[config.mk]
export PLATFORM = sky130hd
export DESIGN_NAME = nrzi_encode
export DESIGN_NICKNAME = d
export VERILOG_FILES = /design/src/rtl/usb_pkg.sv /design/src/rtl/usb_bit_timer.sv /design/src/rtl/nrzi_encode.sv
export SDC_FILE = /design/constraint.sdc
export NUM_CORES = 1
export LEC_CHECK = 0
export CAP_MARGIN = 20
export CORE_UTILIZATION = 60
export CTS_CLUSTER_DIAMETER = 120
export DETAILED_ROUTE_END_ITERATION = 6
export GPL_TIMING_DRIVEN = 1
export PLACE_DENSITY = 0.84
export SKIP_LAST_GASP = 1
export SYNTH_ARGS = -nofsm -noshare
export SYNTH_HDL_FRONTEND = slang
export SYNTH_SLANG_ARGS = --single-unit
[constraint.sdc]
create_clock -name clk4x -period 2.82 [get_ports clk4x]
set_input_delay 0.282 -clock clk4x [delete_from_list [all_inputs] [get_ports clk4x]]
set_output_delay 0.282 -clock clk4x [all_outputs]
set_load 0.02 [all_outputs]
[src/rtl/usb_pkg.sv]
// rtl/usb_pkg.sv - shared USB line encodings, framing constants and transmit FSM states
package usb_pkg;

  // Line states as {dp, dn} at full speed
  typedef enum logic [1:0] {
    LINE_SE0 = 2'b00,
    LINE_K   = 2'b01,
    LINE_J   = 2'b10
  } line_t;

  localparam logic [7:0] SYNC_BYTE    = 8'h80;
  localparam logic [2:0] STUFF_LEN    = 3'd6;
  localparam logic [2:0] EOP_SE0_BITS = 3'd2;

  typedef enum logic [2:0] {
    ST_IDLE,
    ST_SYNC,
    ST_DATA,
    ST_ABORT,
    ST_EOP_SE0,
    ST_EOP_J
  } tx_state_t;

endpackage

[src/rtl/usb_bit_timer.sv]
// rtl/usb_bit_timer.sv - 4-phase bit timer with start/end-of-bit strobes
module usb_bit_timer (
  input  logic clk4x,
  input  logic reset,
  input  logic clear,
  output logic bit_start,
  output logic bit_end
);

  logic [1:0] phase;

  always_ff @(posedge clk4x or negedge reset) begin
    if (!reset) begin
      phase <= 2'd0;
    end else if (clear) begin
      phase <= 2'd0;
    end else begin
      phase <= phase + 2'd1;
    end
  end

  assign bit_start = (phase == 2'd0);
  assign bit_end   = (phase == 2'd3);

endmodule

[src/rtl/nrzi_encode.sv]
// rtl/nrzi_encode.sv - USB transmitter: SYNC, bit-stuffed NRZI data and EOP onto dp/dn
import usb_pkg::*;

module nrzi_encode #(
  parameter bit LOW_SPEED = 1'b0
) (
  input  logic       clk4x,
  input  logic       reset,
  input  logic       tx_valid,
  input  logic [7:0] tx_data,
  input  logic       tx_last,
  output logic       tx_ready,
  output logic       dp,
  output logic       dn,
  output logic       oe,
  output logic       busy,
  output logic       underrun
);

  tx_state_t   state, state_n;
  logic [7:0]  shreg, shreg_n;
  logic [2:0]  bit_cnt, bit_cnt_n;
  logic [2:0]  ones, ones_n;
  logic        last_q, last_n;
  logic        level_j, level_j_n;
  logic [1:0]  line_q, line_n;
  logic        active_q, active_n;
  logic        bit_start, bit_end;
  logic        fetch, emit, hold;

  usb_bit_timer u_timer (
    .clk4x     (clk4x),
    .reset     (reset),
    .clear     (state == ST_IDLE),
    .bit_start (bit_start),
    .bit_end   (bit_end)
  );

  // A byte boundary is reached only once any pending stuff bit has gone out
  assign fetch = bit_end && (bit_cnt == 3'd0) &&
                 ((state == ST_SYNC) ||
                  ((state == ST_DATA) && !last_q && (ones != STUFF_LEN)));

  assign tx_ready = fetch && tx_valid;
  assign underrun = fetch && !tx_valid;

  always_comb begin
    state_n   = state;
    shreg_n   = shreg;
    bit_cnt_n = bit_cnt;
    ones_n    = ones;
    last_n    = last_q;
    level_j_n = level_j;
    line_n    = line_q;
    active_n  = active_q;
    emit      = 1'b0;
    hold      = 1'b0;

    case (state)
      ST_IDLE: begin
        line_n    = LINE_J;
        level_j_n = 1'b1;
        active_n  = 1'b0;
        bit_cnt_n = 3'd0;
        ones_n    = 3'd0;
        if (tx_valid) state_n = ST_SYNC;
      end
      ST_SYNC: begin
        if (bit_start) begin
          active_n  = 1'b1;
          emit      = 1'b1;
          hold      = SYNC_BYTE[bit_cnt];
          bit_cnt_n = bit_cnt + 3'd1;
          ones_n    = hold ? ones + 3'd1 : 3'd0;
        end
      end
      ST_DATA: begin
        if (bit_start) begin
          emit = 1'b1;
          if (ones == STUFF_LEN) begin
            hold   = 1'b0;
            ones_n = 3'd0;
          end else begin
            hold      = shreg[0];
            shreg_n   = {1'b0, shreg[7:1]};
            bit_cnt_n = bit_cnt + 3'd1;
            ones_n    = hold ? ones + 3'd1 : 3'd0;
          end
        end
        if (bit_end && (bit_cnt == 3'd0) && (ones != STUFF_LEN) && last_q) begin
          state_n = ST_EOP_SE0;
        end
      end
      ST_ABORT: begin
        if (bit_start) begin
          emit      = 1'b1;
          hold      = 1'b1;
          bit_cnt_n = bit_cnt + 3'd1;
        end
        if (bit_end && (bit_cnt == 3'd0)) state_n = ST_EOP_SE0;
      end
      ST_EOP_SE0: begin
        if (bit_start) begin
          line_n    = LINE_SE0;
          bit_cnt_n = bit_cnt + 3'd1;
        end
        if (bit_end && (bit_cnt == EOP_SE0_BITS)) begin
          state_n   = ST_EOP_J;
          bit_cnt_n = 3'd0;
        end
      end
      ST_EOP_J: begin
        // The J bit-time closes on the following phase-0 edge so oe spans all of it
        if (bit_start) begin
          if (bit_cnt == 3'd0) begin
            line_n    = LINE_J;
            level_j_n = 1'b1;
            bit_cnt_n = 3'd1;
          end else begin
            state_n   = ST_IDLE;
            active_n  = 1'b0;
            bit_cnt_n = 3'd0;
          end
        end
      end
      default: state_n = ST_IDLE;
    endcase

    if (fetch) begin
      if (tx_valid) begin
        shreg_n = tx_data;
        last_n  = tx_last;
        state_n = ST_DATA;
      end else begin
        state_n = ST_ABORT;
        ones_n  = 3'd0;
      end
    end

    if (emit) begin
      level_j_n = hold ? level_j : ~level_j;
      line_n    = level_j_n ? LINE_J : LINE_K;
    end
  end

  always_ff @(posedge clk4x or negedge reset) begin
    if (!reset) begin
      state    <= ST_IDLE;
      shreg    <= 8'h00;
      bit_cnt  <= 3'd0;
      ones     <= 3'd0;
      last_q   <= 1'b0;
      level_j  <= 1'b1;
      line_q   <= LINE_J;
      active_q <= 1'b0;
    end else begin
      state    <= state_n;
      shreg    <= shreg_n;
      bit_cnt  <= bit_cnt_n;
      ones     <= ones_n;
      last_q   <= last_n;
      level_j  <= level_j_n;
      line_q   <= line_n;
      active_q <= active_n;
    end
  end

  assign dp   = LOW_SPEED ? line_q[0] : line_q[1];
  assign dn   = LOW_SPEED ? line_q[1] : line_q[0];
  assign oe   = active_q;
  assign busy = active_q;

endmodule

== After elaboration in Yosys (flattened, before gate mapping) ==
Memory sizes are Yosys's and may differ from the RTL's.
Cells that the tools add are included.
Operators by class
  add/subtract/negate cells: 3
  magnitude comparators: 1
  equal/unequal tests: 24
  multiplexer cells: 52
  bitwise logic cells: 1
  reduce and logical (&&, ||, !) cells: 27
Operators by type and width (count)
  3-bit 2-to-1 mux: 19
  8-bit 2-to-1 mux: 5
  3-bit inequality test, second input constant: 9
  3-bit one-hot mux with 6 select lines: 1
  1-bit 2-to-1 mux: 15
  3-bit one-hot mux with 5 select lines: 1
  2-bit 2-to-1 mux: 6
  2-bit inequality test, second input constant: 6
  4-bit AND reduction: 3
  3-bit by 2-bit == test with 1-bit output, second input constant: 3
  3-bit == test, second input constant: 3
  1-bit logical AND: 9
  3-bit one-hot mux with 3 select lines: 1
  7-bit AND reduction: 1
  3-bit by 1-bit adder with 3-bit output, second input constant: 2
  3-bit zero test: 2
  1-bit one-hot mux with 3 select lines: 2
  2-bit one-hot mux with 3 select lines: 1
  3-bit nonzero test: 2
  5-bit nonzero test: 1
  3-bit by 4-bit < comparator with 1-bit output, second input constant: 1
  4-bit nonzero test: 1
  3-bit by 1-bit == test with 1-bit output, second input constant: 1
  3-bit by 2-bit inequality test with 1-bit output, second input constant: 1
  11 further kinds: 12
Word-level totals
  flip-flop bits (word level): 24
  ROM bits: 8
  input port bits: 12
  output and inout bits: 6
  memories: 1
Memories
  (no name shown): words 8, bits a word 1, rd ports 1, clocked after memory_dff 0, wr ports 0, line nrzi_encode.sv:72  | hold = SYNC_BYTE[bit_cnt];

== Longest topological paths before layout ==
  word-level depth: 7
  gate-level depth with buffers: 7

== Cells and area by module ==
Synthesis repeated with hierarchy kept, for this count alone.
Second synthesis, totals
  cell total of the unflattened synthesis: 151
  area, all modules: 1595.3 um2
By module, submodules not included
  nrzi_encode: instances 1, cells an instance 143, area an instance 1502.7 um2, sequential area each 553.0 um2
  usb_bit_timer: instances 1, cells an instance 8, area an instance 92.6 um2, sequential area each 50.0 um2

== Least setup slack after synthesis ==
Ideal clock, no wire load.
  path type: register to register
  from: reg u_timer.phase[0]
  to: reg shreg[0]
  setup time: 0.125 ns
  arrival: 1.545 ns
  required time: 2.695 ns
  slack: 1.150 ns
  cell stages (with the launch flop): 7
  path buffers: 0
  clock period less this slack: 1.670 ns
  cells stage by stage: dfrtp_1 inv_1 ha_1 and2b_1 nand3_4 mux2_2 mux2_2
On the way
  cells in the longest elaborated chain, start to end: 5
  elaborated cells on any way between the ends: 8
  classes of those cells: eq/ne (1); mux (4); reduce/logical (3)
RTL lines
  start, declared: line usb_bit_timer.sv:10  | logic [1:0] phase;
  start signal, assigned: line usb_bit_timer.sv:18  | phase <= phase + 2'd1;
  2-bit zero test: line usb_bit_timer.sv:22  | assign bit_start = (phase == 2'd0);
  8-bit 2-to-1 mux: line nrzi_encode.sv:78  | if (bit_start) begin
  8-bit 2-to-1 mux: line nrzi_encode.sv:59  | case (state)
  8-bit 2-to-1 mux: line nrzi_encode.sv:130  | if (tx_valid) begin
  8-bit 2-to-1 mux *: line nrzi_encode.sv:129  | if (fetch) begin
  via shreg_n[0]: line nrzi_encode.sv:21  | logic [7:0] shreg, shreg_n;
  end signal, assigned: line nrzi_encode.sv:158  | shreg <= shreg_n;
  end, declared: line nrzi_encode.sv:21
Mark *: on every way through the listed nets, which the timed path passes. The rest lies on a longest branch.
A chain may end at the register's enable or synchronous reset.

== Worst setup path in the final report ==
  from: reg bit_cnt[0]
  to: out underrun
On the way
  cells in the longest elaborated chain, start to end: 4
RTL lines
  start, declared: line nrzi_encode.sv:22  | logic [2:0] bit_cnt, bit_cnt_n;
  start signal, assigned: line nrzi_encode.sv:159  | bit_cnt <= bit_cnt_n;
  3-bit zero test: line nrzi_encode.sv:40  | assign fetch = bit_end && (bit_cnt == 3'd0) &&
  1-bit logical AND (2 in a row): line nrzi_encode.sv:40
  1-bit logical AND: line nrzi_encode.sv:45  | assign underrun = fetch && !tx_valid;
  end, declared: line nrzi_encode.sv:17  | output logic underrun
No other way between the ends.

==> metrics <==
core box area=2480 um^2; WP data required=2540 ps; layout cell share with drive strength beyond 1=0.218; TritonCTS buffer count=3; worst-margin pin slew=496 ps; # resized after CTS=0; dpl ws=518 ps; cts hold-fix bufs=0; CP peak stage delay=640 ps; Tmin final=2610 ps; total routed wirelength=3350 um; critical-path cell list=inv_1 -> ha_1 -> nand3b_1 -> nor2_2 -> and3b_1 -> clkdlybuf4s50_1; 1st-iter DRT viols=35; Post-Syn Nets=174; CTS tree=yes; Setup crit end=underrun; ys flop type=dfrtp_1; flop2flop setup slack=670 ps; Worst path depth=6; Slew headroom=0.669; total number of vias=1,267; setup_tns=0 ps; most frequent cells in the layout=dfrtp_1, clkdlybuf4s50_1, mux2_2; commonest non-fill, non-tap cell in the layout=dfrtp_1; Power Density=908 nW/um^2; CP Capture Type=output port; # Max-Cap Violations=0; async set-reset flop share out of synthesis=1.00; post-synth top area share=0.348; Worst VDD drop=901 uV; switching power of the nets=0.000654 W; crit path launch=bit_cnt[0]; Synth area leaders=dfrtp_1, mux2_2, ha_1, a21oi_1, dfstp_2; clock power share=0.115; Clock Latency Late Sink=330 ps; sequential element share of the synthesized area=0.381; Post-Syn Area=1580 um^2; leading area contributor after synthesis=dfrtp_1; final hold vios=0; All-Layer GR Usage=0.255; Rows=18; CP startpoint kind=flop; CTS max path bufs=2; Synth Area per Inst=10.3 um^2; initial antenna violation count=0; starting density of the core=0.638; PortBufs=17; Worst Path Arrival=2330 ps; num ports=18; crit path max fanout=5; Pins Over Slew Limit=0; slowest CP cell=clkdlybuf4s50_1; final setup vio count=0; Ys Warns=0; vias per cell=6.34; Top Family by Delay on Critical Path=buffers and inverters; Hold Crit Class=primary input to asynchronous set/reset pin; Die Wd=53.3 um; FF+latch count, synth=24; htree depth=1; wire per inst=16.7 um; Final WS setup=208 ps; root buf cell=clkbuf_4; Critical R2R Launch=u_timer.phase[0]; crit share post-route=0.926; # diodes=0; Leak Pwr=0.800 nW; Final ANT Viol Nets=0; Synth cell types=50; GP Congestion=0.939; sequential share of power=0.355; # clock sinks=24; drt pass-1 iters=4; die height=53.3 um; vias in the first global route=1,216; critical path class=flop to output port; status=finished, final reports clean; DPL Wire Length=2360 um; WP buf/inv=2; clk slew on worst S/H paths=140 ps; max frequency=383 MHz; RSZ-0062 raised after global routing=false; GRT overflow=0; largest net degree at the start of global routing=25; first-pass GRT wire length=5210 um; sw frac=0.401; setup bufs post-CTS=0; cells after synthesis=154; DIE AREA=2850 um^2; Nets=191; Reg2Reg Depth=6; Int Pwr=0.000979 W; DRC violations left=0; reg2reg end=shreg[1]; area delta synth->final=13.7%; number of flops mapped to enable cells by yosys=0; clk_skew=12.5 ps; Comb pwr share=0.530
==> sequential cells by signal, indices dropped and copies added, names as in the netlist <==
| register | count |
|---|---|
| ones | 3 |
| busy | 1 |
| state | 3 |
| bit_cnt | 3 |
| shreg | 8 |
| last_q | 1 |
| level_j | 1 |
| line_q | 2 |
| u_timer.phase | 2 |
==> power by group through the flow <==
| stage | sequential (W) | clock [W] | combinational, W |
|---|---|---|---|
| finish | 0.000580 | 0.000187 | 0.000865 |
| global route | 0.000597 | 0.000200 | 0.000945 |
| CTS | 0.000579 | 0.000187 | 0.000859 |
| detailed placement | 0.000586 | 0 | 0.000846 |
| global placement | 0.000573 | 0 | 0.000816 |
| floorplan | 0.000585 | 0 | 0.000639 |
==> routing by layer <==
layer,track usage,up-vias,wire (um)
met5,0,-,0
met4,0.0746,0,38
met3,0.0776,6,209
met2,0.454,36,1730
met1,0.288,632,1370
li1,-,593,-
==> cell usage after synthesis (2+ instances only) <==
cell type	instances
a21oi_1	12
a311o_1	2
a31oi_1	2
a32o_1	2
and2b_1	2
and3b_1	2
buf_2	6
buf_6	2
dfrtp_1	22
dfstp_2	2
ha_1	8
inv_1	11
mux2_2	15
nand2_1	8
nand2b_1	5
nand3_4	2
nand3b_1	3
nor2_1	5
nor2b_1	3
o211ai_1	2
o21ai_0	6
o311a_1	2
or3_1	3
==> how the worst min path moves through the flow <==
stage	from	endpoint	slack, ps	cells past startpoint
final	reset	bit_cnt[2]	290	2
after global routing	reset	state[2]	350	2
after CTS	reset	state[2]	310	2
after detailed placement	u_timer.phase[0]	u_timer.phase[0]	460	1
after global placement	u_timer.phase[0]	u_timer.phase[0]	450	1
after floorplan	reset	bit_cnt[0]	-10	0
==> cell families after synthesis <==
family | share of synthesized area
buffers and inverters | 0.0665
AND/OR/NAND/NOR | 0.183
flip-flops | 0.381
AO/OA/AOI/OAI | 0.193
multiplexers | 0.113
adder cells (fa/ha/maj) | 0.0633
==> area by class of cell <==
| cell class | instances | area, um^2 |
|---|---|---|
| repair buffers | 21 | 200 |
| fillers | 180 | 679 |
| flip-flops and latches | 24 | 603 |
| multi-input cells | 109 | 876 |
| well taps | 30 | 37.5 |
| clock buffers | 4 | 36.3 |
| inverters | 12 | 45.0 |
==> through the flow <==
| step | hold slack (ps) | std cells | power, W | utilization | cell area [um^2] |
|---|---|---|---|---|---|
| global placement | 445 | 196 | 0.00139 | 0.710 | 1760 |
| CTS | 307 | 200 | 0.00162 | 0.725 | 1800 |
| floorplan | -13.6 | 154 | 0.00122 | - | 1580 |
| global route | 355 | 200 | 0.00174 | 0.726 | 1800 |
| detailed placement | 458 | 196 | 0.00143 | 0.710 | 1760 |
| finish | 290 | 200 | 0.00163 | 0.726 | 1800 |
(Power assumes the default switching activity.)
==> RTL edit 1, RTL diff (same flow settings) <==
Re-encode `tx_state_t` (6 states) as Gray code, 3 bits wide.
--- a/src/rtl/usb_pkg.sv
+++ b/src/rtl/usb_pkg.sv
@@ -13,12 +13,12 @@
   localparam logic [2:0] EOP_SE0_BITS = 3'd2;
 
   typedef enum logic [2:0] {
-    ST_IDLE,
-    ST_SYNC,
-    ST_DATA,
-    ST_ABORT,
-    ST_EOP_SE0,
-    ST_EOP_J
+    ST_IDLE    = 3'b000,
+    ST_SYNC    = 3'b001,
+    ST_DATA    = 3'b011,
+    ST_ABORT   = 3'b010,
+    ST_EOP_SE0 = 3'b110,
+    ST_EOP_J   = 3'b111
   } tx_state_t;
 
 endpackage
Formal check against the unedited RTL: same outputs for any inputs over 10 cycles, from zero or initial values and one cycle with reset low; not proved beyond that.
==> RTL edit 1 against the unedited design <==
- largest cell class unchanged
- final area decreased by 4.3%
- clock power decreased by 3%
- critical path type unchanged
- setup slack got worse by 18 ps
- count of clock-buffer cells in the layout unchanged
- synthesized area decreased by 1.9%
- routed wire length decreased by 12%
- highest routed layer unchanged
- clock skew decreased by 7.7 ps
- sequential cell count unchanged
- power increased by 7.4%
==> RTL edit 1: results (changes against the unedited design) <==
cts-buffers-inserted: 3  # unchanged
clock_latency_ps: 310  # -20 ps
ys_top_cells_by_count: "22 x dfrtp_1, 15 x inv_1, 14 x a21oi_1"
ys_seq_area_share_pct: 38.9  # +0.74 points
p_int_w: 0.00102  # +4.3%
peakVddDrop_v: 0.000582  # -35%
routedWlPerCell_um: 14.7  # -12%
cp_max_fo: 7  # +2
yosysWarnings: 0  # unchanged
grt_pass1_wl_um: 4820  # -7.4%
synth_area_leaders: "dfrtp_1 35%, ha_1 6.5%, mux2i_1 5.2%"
grt_use_total_pct: 24.1  # -1.5 points
place_area_sq_um: 1680  # -4.3%
syn_nets: 174  # unchanged
r2r_slack_ps: 800  # +130 ps
min_path_type: "in -> async"
r2r-end: "shreg[2]"
fin_cells: 200  # unchanged
post_cts_buffers: 0  # unchanged
hpwl_um: 2200  # -6.9%
clk_pin_slew_worst_paths_ps: 130
critical_path.max_stage_delay_ps: 670  # +30 ps
largest-register: "shreg"
status: "finished, final reports clean"
place.gp.congestion: 0.905  # -3.7%
first_global_vias: 1099  # -9.6%
via_per_inst: 5.78  # -8.8%
antenna_found_initial: 0  # unchanged
layout-drive-gt1-share_pct: 12.9  # -8.8 points
avgSynthCellArea_sq_um: 10.1  # -1.9%
fin_skew_ps: 4.76  # -7.70 ps
relSlewSlack_pct: 70.5  # +3.6 points
p_leak_nw: 0.791  # -1.2%
ys_types: 49  # -2.0%
drt_first_iter_violations: 37  # +5.7%
largest_reg_flops: 8  # unchanged
critPathArrivalTime_ps: 2350  # +20 ps
==> RTL edit 1: metrics by stage <==
step / util (%) / hold slack, ps / worst slack [ps]
finish: 70.1 / 307 / 191
global route: 70.1 / 348 / 16.4
CTS: 70.1 / 321 / 175
detailed placement: 68.6 / 450 / 535
global placement: 68.6 / 444 / 618
floorplan: - / -13.6 / 957
==> RTL edit 1: worst max-delay path, delay by kind of cell (launching register included) <==
kind | cells | cell delay (ps)
AO/OA/AOI/OAI | 1 | 180
adder cells (fa/ha/maj) | 1 | 180
buffers and inverters | 2 | 770
flip-flops | 1 | 400
AND/OR/NAND/NOR | 2 | 510
==> RTL edit 1: cells by family (layout without fill, tap and decap cells) <==
family / after synthesis / count (layout) / synth area share (%)
buffers and inverters: 25 / 41 / 10.9
AOI/OAI and AO/OA: 44 / 44 / 19.9
DFF: 24 / 24 / 38.9
adders and majority gates: 8 / 8 / 6.45
xor gates and xnor gates: 3 / 3 / 1.69
muxes: 11 / 11 / 7.58
and+or+nand+nor: 39 / 39 / 14.6
==> RTL edit 1: cell type report <==
cell class	instances	area [sq um]
inverter	15	56.3
multi-input combinational	105	779
fill	197	734
clock buffer	4	36.3
tap	30	37.5
timing repair buffer	22	208
sequential	24	603
==> RTL edit 1: worst max-delay path by stage <==
stage | endpoint | slack [ps] | cells past startpoint | from
6_report | underrun | 190 | 6 | bit_cnt[0]
5_1_grt | underrun | 20 | 6 | bit_cnt[0]
4_1_cts | underrun | 180 | 6 | bit_cnt[0]
3_5_place_dp | underrun | 540 | 6 | bit_cnt[0]
3_3_place_gp | underrun | 620 | 6 | bit_cnt[0]
2_1_floorplan | tx_ready | 960 | 8 | bit_cnt[0]
==> RTL edit 1: power groups by stage <==
stage	clock (W)	sequential [W]	combinational (W)
6_report	0.000182	0.000582	0.000988
5_1_grt	0.000195	0.000596	0.00109
4_1_cts	0.000184	0.000582	0.000986
3_5_place_dp	0	0.000590	0.000983
3_3_place_gp	0	0.000578	0.000951
2_1_floorplan	0	0.000593	0.000808
==> RTL edit 1: per-layer routing <==
layer	vias to the layer above	wire length, um	track usage [%]
met2	48	1430	40.1
met5	-	0	0
met4	0	52	8.33
li1	571	-	-
met1	531	1300	31.6
met3	6	156	3.74
==> RTL edit 2, RTL diff (same flow settings) <==
Made on the original files. Change the package constant `STUFF_LEN` from 3'd6 to 3'd4.
--- a/src/rtl/usb_pkg.sv
+++ b/src/rtl/usb_pkg.sv
@@ -9,7 +9,7 @@
   } line_t;
 
   localparam logic [7:0] SYNC_BYTE    = 8'h80;
-  localparam logic [2:0] STUFF_LEN    = 3'd6;
+  localparam logic [2:0] STUFF_LEN    = 3'd4;
   localparam logic [2:0] EOP_SE0_BITS = 3'd2;
 
   typedef enum logic [2:0] {
Check against the original RTL: same outputs for any inputs over 10 cycles, from zero or initial values and one cycle with reset low; that may be too few to reach the edited logic, so the function may still have changed.
==> RTL edit 2 against the unedited design <==
- synthesized area decreased by 1.9%
- first-iteration DRC count increased by 63%
- highest routed layer unchanged
- largest cell class unchanged
- sequential share of layout area increased by 0.81 points
- power increased by 8.8%
- setup slack improved by 120 ps
- global-route usage increased by 3.6 points
- clock skew decreased by 10 ps
- routed wire length increased by 4.6%
- sequential power increased by 11%
- synthesized cell count increased by 7.1%
- final area decreased by 2.2%
- sequential cell count unchanged
==> RTL edit 2: results (changes against the unedited design) <==
synthMuxAreaShare_pct: 5.97  # -5.3 points
place_area_sq_um: 1720  # -2.4%
avgSynthCellArea_sq_um: 9.40  # -8.4%
synth_area_leaders: "dfrtp_1 35%, ha_1 6.5%, a21oi_1 5.2%"
syn_to_final_growth_pct: 13.4
drt_first_iter_violations: 57  # +63%
critPathArrivalTime_ps: 2210  # -120 ps
fillCellCount: 196  # +8.9%
grt_use_total_pct: 29.1  # +3.6 points
routedWlPerCell_um: 16.7  # -0.41%
ys_top_cells_by_count: "22 x dfrtp_1, 16 x a21oi_1, 16 x nor2_1"
pre_cts_slack_ps: 464  # -54.3 ps
multi_input_cells: 119  # +9.2%
fin_cells: 210  # +5.0%
synthXorXnorAreaFrac_pct: 0.565  # +0.56 points
fp.dieW_um: 52.9  # -0.92%
clock_area_share_pct: 2.06  # +0.044 points
r2r-end: "bit_cnt[2]"
critPathCapture: "tx_ready"
syn_nets: 185  # +6.3%
ys_types: 47  # -6.0%
status: "finished, final reports clean"
cp_max_fo: 4  # -1
hpwl_um: 2550  # +8.2%
ys_seq_area_share_pct: 38.9  # +0.74 points
nNetsFinal: 201  # +5.2%
multi_input_area_sq_um: 837  # -4.4%
buffers: 20  # -4.8%
power_density_nw_per_um2: 1010  # +11%
tightest_slew_ps: 460  # -36.6 ps
layout-drive-gt1-share_pct: 10.6  # -11 points
peakVddDrop_v: 0.000648  # -28%
hold-worst-slack_ps: 299  # +8.68 ps
## RTL edit 2: cell count changes after synthesis, moves of 4 or more
cell / unedited run / this run
nand3_1: 0 / 6
mux2_2: 15 / 2
nor2_1: 5 / 16
mux2i_1: 1 / 7
nand2b_1: 5 / 0
a21oi_1: 12 / 16
## RTL edit 2: power by group through the flow
stage               combinational (W)  clock [W]  sequential [W]
floorplan                    0.000757          0        0.000581
finish                       0.000949   0.000185        0.000642
global placement             0.000879          0        0.000627
global route                  0.00104   0.000199        0.000663
detailed placement           0.000927          0        0.000642
CTS                          0.000936   0.000187        0.000635
## RTL edit 2: layer usage
layer  wire length (um)  global-route usage [%]  vias to the layer above
li1                   -                       -                      632
met1               1450                    36.4                      642
met2               1710                    45.1                       53
met3                196                    4.89                       15
met4                143                    20.6                        0
met5                  0                       0                        -
## RTL edit 2: worst max-delay path, cell delays in order, from the launching register on
cell             delay [ps]
dfrtp_1                 450
inv_1                   120
ha_1                    180
and4bb_2                310
o2111ai_2               150
inv_1                    80
clkdlybuf4s50_1         600
